File: src/rtl/spi_flash_reader.sv
// spi_flash_reader: Wishbone read-only slave fetching 32-bit words from SPI flash with READ (0x03).
// Each bus read runs one chip-select-framed mode-0 transaction: cmd, 24-bit address, 4 data bytes.
module spi_flash_reader #(
    parameter int unsigned CLK_DIV  = 2,
    parameter logic [7:0]  READ_CMD = 8'h03
) (
    input  logic        clk_i,
    input  logic        rst_ni,
    input  logic [31:0] wb_adr_i,
    input  logic [31:0] wb_dat_i,
    input  logic [3:0]  wb_sel_i,
    input  logic        wb_we_i,
    input  logic        wb_cyc_i,
    input  logic        wb_stb_i,
    output logic [31:0] wb_dat_o,
    output logic        wb_ack_o,
    output logic        wb_err_o,
    output logic        sck_o,
    output logic        ss_o,
    output logic        mosi_o,
    input  logic        miso_i
);
    localparam int unsigned GAP_N  = (CLK_DIV < 2) ? 2 : CLK_DIV;
    localparam logic [7:0]  DIV_M1 = 8'(CLK_DIV - 1);
    localparam logic [7:0]  GAP_M1 = 8'(GAP_N - 1);

    typedef enum logic [2:0] {IDLE, SETUP, SHIFT, HOLD, ACK, GAP} state_e;

    state_e      state_q, state_d;
    logic [7:0]  cnt_q, cnt_d;
    logic [6:0]  bit_q, bit_d;
    logic [63:0] tx_q, tx_d;
    logic [31:0] rx_q, rx_d, dat_q, dat_d;
    logic        sck_q, sck_d, ss_q, ss_d, mosi_q, mosi_d, ack_q, ack_d, err_q, err_d;
    logic        req, cnt_done;
    logic        unused;

    assign req      = wb_cyc_i & wb_stb_i;
    assign cnt_done = cnt_q == DIV_M1;
    assign unused   = ^{wb_dat_i, wb_sel_i, wb_adr_i[31:24], wb_adr_i[1:0]};

    always_ff @(posedge clk_i or negedge rst_ni) begin
        if (!rst_ni) begin
            state_q <= IDLE;
            cnt_q   <= '0;
            bit_q   <= '0;
            tx_q    <= '0;
            rx_q    <= '0;
            dat_q   <= '0;
            sck_q   <= 1'b0;
            ss_q    <= 1'b1;
            mosi_q  <= 1'b0;
            ack_q   <= 1'b0;
            err_q   <= 1'b0;
        end else begin
            state_q <= state_d;
            cnt_q   <= cnt_d;
            bit_q   <= bit_d;
            tx_q    <= tx_d;
            rx_q    <= rx_d;
            dat_q   <= dat_d;
            sck_q   <= sck_d;
            ss_q    <= ss_d;
            mosi_q  <= mosi_d;
            ack_q   <= ack_d;
            err_q   <= err_d;
        end
    end

    always_comb begin
        state_d = state_q;
        cnt_d   = cnt_done ? '0 : cnt_q + 8'd1;
        bit_d   = bit_q;
        tx_d    = tx_q;
        rx_d    = rx_q;
        dat_d   = dat_q;
        sck_d   = sck_q;
        ss_d    = ss_q;
        mosi_d  = mosi_q;
        ack_d   = 1'b0;
        err_d   = 1'b0;
        unique case (state_q)
            IDLE: begin
                cnt_d = '0;
                // err_q guard keeps a held write strobe from producing a second error pulse
                if (req && !err_q) begin
                    if (wb_we_i) begin
                        err_d = 1'b1;
                    end else begin
                        tx_d    = {READ_CMD, wb_adr_i[23:2], 2'b00, 32'h0};
                        ss_d    = 1'b0;
                        mosi_d  = tx_d[63];
                        state_d = SETUP;
                    end
                end
            end
            SETUP: state_d = cnt_done ? SHIFT : SETUP;
            SHIFT: begin
                if (cnt_done) begin
                    if (!sck_q) begin
                        sck_d = 1'b1;
                        rx_d  = {rx_q[30:0], miso_i};
                    end else begin
                        sck_d = 1'b0;
                        if (bit_q == 7'd63) begin
                            bit_d   = '0;
                            mosi_d  = 1'b0;
                            state_d = HOLD;
                        end else begin
                            bit_d  = bit_q + 7'd1;
                            tx_d   = tx_q << 1;
                            mosi_d = tx_q[62];
                        end
                    end
                end
            end
            HOLD: state_d = cnt_done ? ACK : HOLD;
            ACK: begin
                // deselect and acknowledge land together; an aborted cycle just skips the ack
                ss_d    = 1'b1;
                dat_d   = rx_q;
                ack_d   = req;
                cnt_d   = '0;
                state_d = GAP;
            end
            GAP: begin
                cnt_d   = (cnt_q == GAP_M1) ? '0 : cnt_q + 8'd1;
                state_d = (cnt_q == GAP_M1) ? IDLE : GAP;
            end
            default: state_d = IDLE;
        endcase
    end

    assign wb_dat_o = dat_q;
    assign wb_ack_o = ack_q;
    assign wb_err_o = err_q;
    assign sck_o    = sck_q;
    assign ss_o     = ss_q;
    assign mosi_o   = mosi_q;
endmodule
File: config.mk
export PLATFORM = sky130hd
export DESIGN_NAME = spi_flash_reader
export DESIGN_NICKNAME = d
export VERILOG_FILES = /design/src/rtl/spi_flash_reader.sv
export SDC_FILE = /design/constraint.sdc
export NUM_CORES = 1
export LEC_CHECK = 0
export CORE_MARGIN = 1.5
export CORE_UTILIZATION = 54
export DETAILED_ROUTE_END_ITERATION = 16
export GPL_TIMING_DRIVEN = 0
export PLACE_DENSITY = 0.95
export SLEW_MARGIN = 40
export SYNTH_ARGS = -nofsm -noshare
export SYNTH_HDL_FRONTEND = slang
export SYNTH_SLANG_ARGS = --single-unit
File: constraint.sdc
create_clock -name clk_i -period 5.2 [get_ports clk_i]
set_input_delay 1.04 -clock clk_i [delete_from_list [all_inputs] [get_ports clk_i]]
set_output_delay 1.04 -clock clk_i [all_outputs]
set_load 0.02 [all_outputs]
# Word-level counts from Yosys, hierarchy flattened
# Cells that the tools add are included.
dict set report word_totals {
  regBits 150
  output_inout_bits 37
  wordCells 71
}
dict set report op_classes {
  addsub 2
  n_eq_ne 13
  muxes 30
  bitwise_logic 2
  reduce_logical 13
}
# op n
set ops {}
lappend ops {{two-way mux 63 bit} 5}
lappend ops {{one-hot mux 63 bit (2 select lines)} 1}
lappend ops {{two-way mux 3 bit} 7}
lappend ops {{one-hot mux 3 bit (6 select lines)} 1}
lappend ops {{two-way mux 8 bit} 2}
lappend ops {{!= test 2 bit (second input constant)} 6}
lappend ops {{two-way mux 1 bit} 10}
lappend ops {{AND reduction 5 bit} 2}
lappend ops {{AND reduction 3 bit} 3}
lappend ops {{adder 8 x 1 -> 8 bit (second input constant)} 1}
lappend ops {{== test 8 x 1 -> 1 bit (second input constant)} 1}
lappend ops {{adder 7 x 1 -> 7 bit (second input constant)} 1}
lappend ops {{== test 7 x 6 -> 1 bit (second input constant)} 1}
lappend ops {{two-way mux 7 bit} 1}
lappend ops {{== test 3 x 2 -> 1 bit (second input constant)} 2}
lappend ops {{== test 3 bit (second input constant)} 2}
lappend ops {{AND reduction 6 bit} 1}
lappend ops {{one-hot mux 1 bit (2 select lines)} 2}
lappend ops {{nonzero test 2 bit} 2}
lappend ops {{== test 3 x 1 -> 1 bit (second input constant)} 1}
lappend ops {{logical NOT 3 bit} 1}
lappend ops {{two-way mux 2 bit} 1}
lappend ops {{AND reduction 2 bit} 1}
lappend ops {{OR reduction 2 bit} 1}
lappend ops {{other kinds (4)} 4}

# Longest topological paths before layout
dict set report logic_depth {
  word_depth 5
  mapped_depth 7
  mapped_depth_nobuf 6
}

# Least setup slack after synthesis
# No wires, ideal clock.
dict set report synth_path {
  path_type {input to register}
  startpoint {input wb_cyc_i}
  endpoint {register mosi_q, in the netlist mosi_o}
  setup_ps 125
  t_arrival_ps 2116
  t_required_ps 5075
  setup_slack_ps 2960
  stages 4
  path_buffers 0
  path_cell_list {nand2_1 > o31a_1 > a2111oi_0 > mux2_2}
}
dict set report synth_via {
  elab_chain_len 4
}
# item line
set synth_rtl {}
lappend synth_rtl {{start: declaration} 13} ;# input logic wb_cyc_i,
lappend synth_rtl {{AND 1 bit} 38} ;# assign req = wb_cyc_i & wb_stb_i;
lappend synth_rtl {{logical AND 1 bit} 86} ;# if (req && !err_q) begin
lappend synth_rtl {{!= test 2 bit (no line)} -}
lappend synth_rtl {{AND reduction 5 bit (no line)} -}
lappend synth_rtl {{end signal: assignment} 64} ;# mosi_q <= mosi_d;
lappend synth_rtl {{end: declaration} 34} ;# logic sck_q, sck_d, ss_q, ss_d, mosi_q, mosi_d, ack_q, ack_d, err_q, err_d;
# Every way passes these cells.
# A chain may end at the register's enable or synchronous reset.

# Final worst setup path
dict set report layout_path {
  startpoint {register sck_q, in the netlist sck_o}
  endpoint {output sck_o}
}
# item line
set layout_lines {}
lappend layout_lines {{start: declaration} 34}
lappend layout_lines {{start signal: assignment} 62} ;# sck_q <= sck_d;
lappend layout_lines {{end: declaration} 18} ;# output logic sck_o,
# No word-level cell between the ends.

==> metrics <==
Syn Inst Count ~350; Ys Warns 0; outcome finished clean; Critical Path AT about 1.7 ns; Chip Width around 98 µm; cell depth of the worst flop-to-flop path 6; routed vias/inst 5.402; final routed DRC violation total 0; detail-routed net length per standard cell 17.64 µm; cell accounting for the most synthesized area sky130_fd_sc_hd__dfrtp_1; area of the multi-input gates 1888 µm²; Post-Place Setup Slack between 2 and 2.5 ns; top_reg_cell synth sky130_fd_sc_hd__dfrtp_1; routability cong. about 0.8; Avg Inst Size Synth about 14 µm²; all-layer global routing usage 22.24%; number of antenna violations at the first check in global routing 0; maximum achievable frequency about 370 MHz; final hold slack 0.4195 ns; reg-to-reg startpoint cnt_q[1]; clock period minus final worst setup slack approximately 2.7 ns; CTS tree built; netlist area before placement roughly 5000 µm²; number of synthesized flops with an enable pin 0; number of buffers added for setup after CTS 0; site row count 34; final core occ ~72%; WP buf/inv 1; number of max-slew violations in the final report 0; sequential share of power between 30 and 40%; Std-Cell Core Area between 8000 and 9000 µm²; Layout Area Growth over Synthesis 28.89%; worst-case clock skew between 0.009 and 0.01 ns; insertion delay of the later-clocked pin in the worst-skew pair between 0.5 and 0.6 ns; cell class contributing the biggest share of worst-path delay buffers and inverters; global-route wire length before repair 16.84 mm; Critical Path RT roughly 4.2 ns; Antenna Nets Post-Route 0; share of flip-flops with an asynchronous set or reset after synthesis 100.0%; leakage dissipation between 0.002 and 0.003 µW; share of layout cells above drive strength 1 a little over a third; Stages on worst setup path 1; power per cell area 518.1 nW/µm²; hold buffers post-CTS 0; slew of the pin with the lowest slew margin roughly 0.82 ns; cells traversed along the worst timing path clkdlybuf4s50_1; cell internal pwr about 2300 µW; antenna cell count 0; number of global-route vias before repair ~3400; largest net degree at the start of global routing 68; total wire length 9.828 mm; max_slew headroom 44.20%; element type at the critical path end output pin; number of fill cells roughly 600; NumNets Final just over 500; class of the tightest hold or removal check in2async; maximum vdd drop roughly 0.00030 V; count of maximum capacitance violations 0; clock input transition at the sequential cells of the worst setup and hold paths approximately 0.06 ns; reported net switching power around 960 µW; Die Footprint about 9700 µm²; Clock Tree Root sky130_fd_sc_hd__clkbuf_8; Logic pwr share 28.1%; number of buffer cells added on primary ports 64; CP max stage cell sky130_fd_sc_hd__clkdlybuf4s50_1; WS Path Type reg2out; reg2reg end mosi_o; via count 3009; switching power share of the total between 20% and 30%; H-tree lvl count 4; end point of the critical path sck_o; launching instance or port of the critical path sck_o; CP startpoint kind flop; number of placed I/O pins about 110; number of clock buffers inserted by TritonCTS 17; number of clock sinks roughly 120; Remaining Overflow, GRT 0; number of storage elements in the synthesis netlist ~120; highest cell delay on the worst timing path 0.67 ns; initial core utilization 56.20%; first-pass iteration count of the detailed router 4; synthesized net count approximately 430; setup violators final 0; area used by sequential logic in the layout 2904 µm²; Clk pwr share 36.2%; CP max FO 6; Starting DRT DRC Count approximately 120; flop2flop setup slack about 2.7 ns; estimated wirelength of the detail-placed design about 6 mm; part of the cycle the worst path needs a little over half; Hold Fails Final Rpt 0; area share of the leading cell type in the synthesized netlist 58.43%; Die Height about 100 µm; final worst setup slack about 2.5 ns; synth unique cells 42; worst-case clock buffer depth 2; PostCTS Resize Cnt 0; top cells by area in the synthesized netlist sky130_fd_sc_hd__dfrtp_1, sky130_fd_sc_hd__mux2_2, sky130_fd_sc_hd__nor2_1; sequential-to-total area share from yosys stat 58.97%; RSZ-0062 raised after global routing false
-- synth_stat cells, types with 3 or more instances --
library cell and number:
sky130_fd_sc_hd__dfrtp_1 115, sky130_fd_sc_hd__mux2_2 104, sky130_fd_sc_hd__nor2_1 21, sky130_fd_sc_hd__nand2_1 14
sky130_fd_sc_hd__buf_2 10, sky130_fd_sc_hd__inv_1 8, sky130_fd_sc_hd__xor2_1 8, sky130_fd_sc_hd__nand3_1 7
sky130_fd_sc_hd__and3_1 6, sky130_fd_sc_hd__mux2i_1 5, sky130_fd_sc_hd__mux2_4 4, sky130_fd_sc_hd__o21ai_0 4
sky130_fd_sc_hd__a21oi_1 3, sky130_fd_sc_hd__buf_4 3, sky130_fd_sc_hd__ha_1 3
-- layout by cell type (no fill, tap or decap), types with 2 or more instances in the layout --
cell type,synthesis,layout
sky130_fd_sc_hd__dfrtp_1,115,115
sky130_fd_sc_hd__mux2_2,104,104
sky130_fd_sc_hd__clkdlybuf4s50_1,0,63
sky130_fd_sc_hd__nor2_1,21,21
sky130_fd_sc_hd__clkbuf_16,0,16
sky130_fd_sc_hd__nand2_1,14,14
sky130_fd_sc_hd__buf_2,10,10
sky130_fd_sc_hd__inv_1,8,8
sky130_fd_sc_hd__xor2_1,8,8
sky130_fd_sc_hd__nand3_1,7,7
sky130_fd_sc_hd__and3_1,6,6
sky130_fd_sc_hd__mux2i_1,5,5
sky130_fd_sc_hd__o21ai_0,4,4
sky130_fd_sc_hd__mux2_4,4,4
sky130_fd_sc_hd__clkinvlp_4,0,4
sky130_fd_sc_hd__a21oi_1,3,3
sky130_fd_sc_hd__buf_4,3,3
sky130_fd_sc_hd__ha_1,3,3
sky130_fd_sc_hd__clkbuf_8,0,3
sky130_fd_sc_hd__bufinv_16,0,3
sky130_fd_sc_hd__inv_6,0,3
sky130_fd_sc_hd__clkinv_4,0,3
sky130_fd_sc_hd__nor3b_1,2,2
sky130_fd_sc_hd__and2_1,2,2
sky130_fd_sc_hd__xnor2_1,2,2
sky130_fd_sc_hd__clkbuf_1,2,2
sky130_fd_sc_hd__nand4_1,2,2
sky130_fd_sc_hd__nand2b_1,2,2
sky130_fd_sc_hd__o211ai_1,2,2
sky130_fd_sc_hd__and4_1,2,2
sky130_fd_sc_hd__buf_6,2,2
sky130_fd_sc_hd__a21o_1,2,2
-- power groups by stage --
| stage | sequential, µW | combinational (µW) | clock [µW] |
|---|---|---|---|
| final | 1170 | 924 | 1190 |
| after global routing | 1190 | 1010 | 1240 |
| after CTS | 1170 | 936 | 1210 |
| after detailed placement | 1180 | 919 | 0 |
| after global placement | 1170 | 874 | 0 |
| after floorplan | 1180 | 686 | 0 |
-- layer usage --
| metal | global-route usage, % | wire, µm |
|---|---|---|
| met5 | 0 | 0 |
| met3 | 6.454 | 485 |
| met1 | 26.96 | 4051 |
| met4 | 6.717 | 96 |
| met2 | 38.67 | 5194 |
-- how the worst min path moves through the flow --
stage              from  depth (start not counted)           to
3_3_place_gp   tx_q[34]                          1     tx_q[34]
2_1_floorplan  tx_q[34]                          1     tx_q[34]
3_5_place_dp   tx_q[34]                          1     tx_q[34]
6_report         rst_ni                          1  wb_dat_o[4]
5_1_grt          rst_ni                          1  wb_dat_o[3]
4_1_cts          rst_ni                          1  wb_dat_o[4]
-- sequential cells by signal, indices dropped and copies added, names as in the netlist, 3 cells and up --
register	count
bit_q	7
cnt_q	8
rx_q	32
state_q	3
tx_q	29
wb_dat_o	32
-- stage by stage --
step	instance area [µm²]	total power [µW]	setup TNS, ns	instances
floorplan	4925	1864	0	352
global placement	5700	2047	-123.40	524
detailed placement	5733	2103	0	525
CTS	6347	3318	0	557
global route	6347	3448	0	557
finish	6347	3289	0	557
-- area by class of cell --
type	count	area share, %
Timing Repair Buffer	65	10.61
Inverter	8	0.4731
Tap cell	108	2.129
Sequential cell	116	45.75
Clock inverter	13	2.720
Multi-Input combinational cell	211	29.75
Clock buffer	19	6.958
Buffer	17	1.616
-- cell families (layout without fill, tap and decap cells) --
logic type / count (synthesis) / count (layout) / synth area share [%]
AOI/OAI and AO/OA: 18 / 18 / 2.388
xor gates and xnor gates: 10 / 10 / 1.779
adders and majority gates: 3 / 3 / 0.7623
buffers and inverters: 25 / 122 / 2.693
DFF: 116 / 116 / 58.97
muxes: 114 / 114 / 26.24
and+or+nand+nor: 66 / 66 / 7.165
No activity file was read; power rests on OpenSTA's default activity.
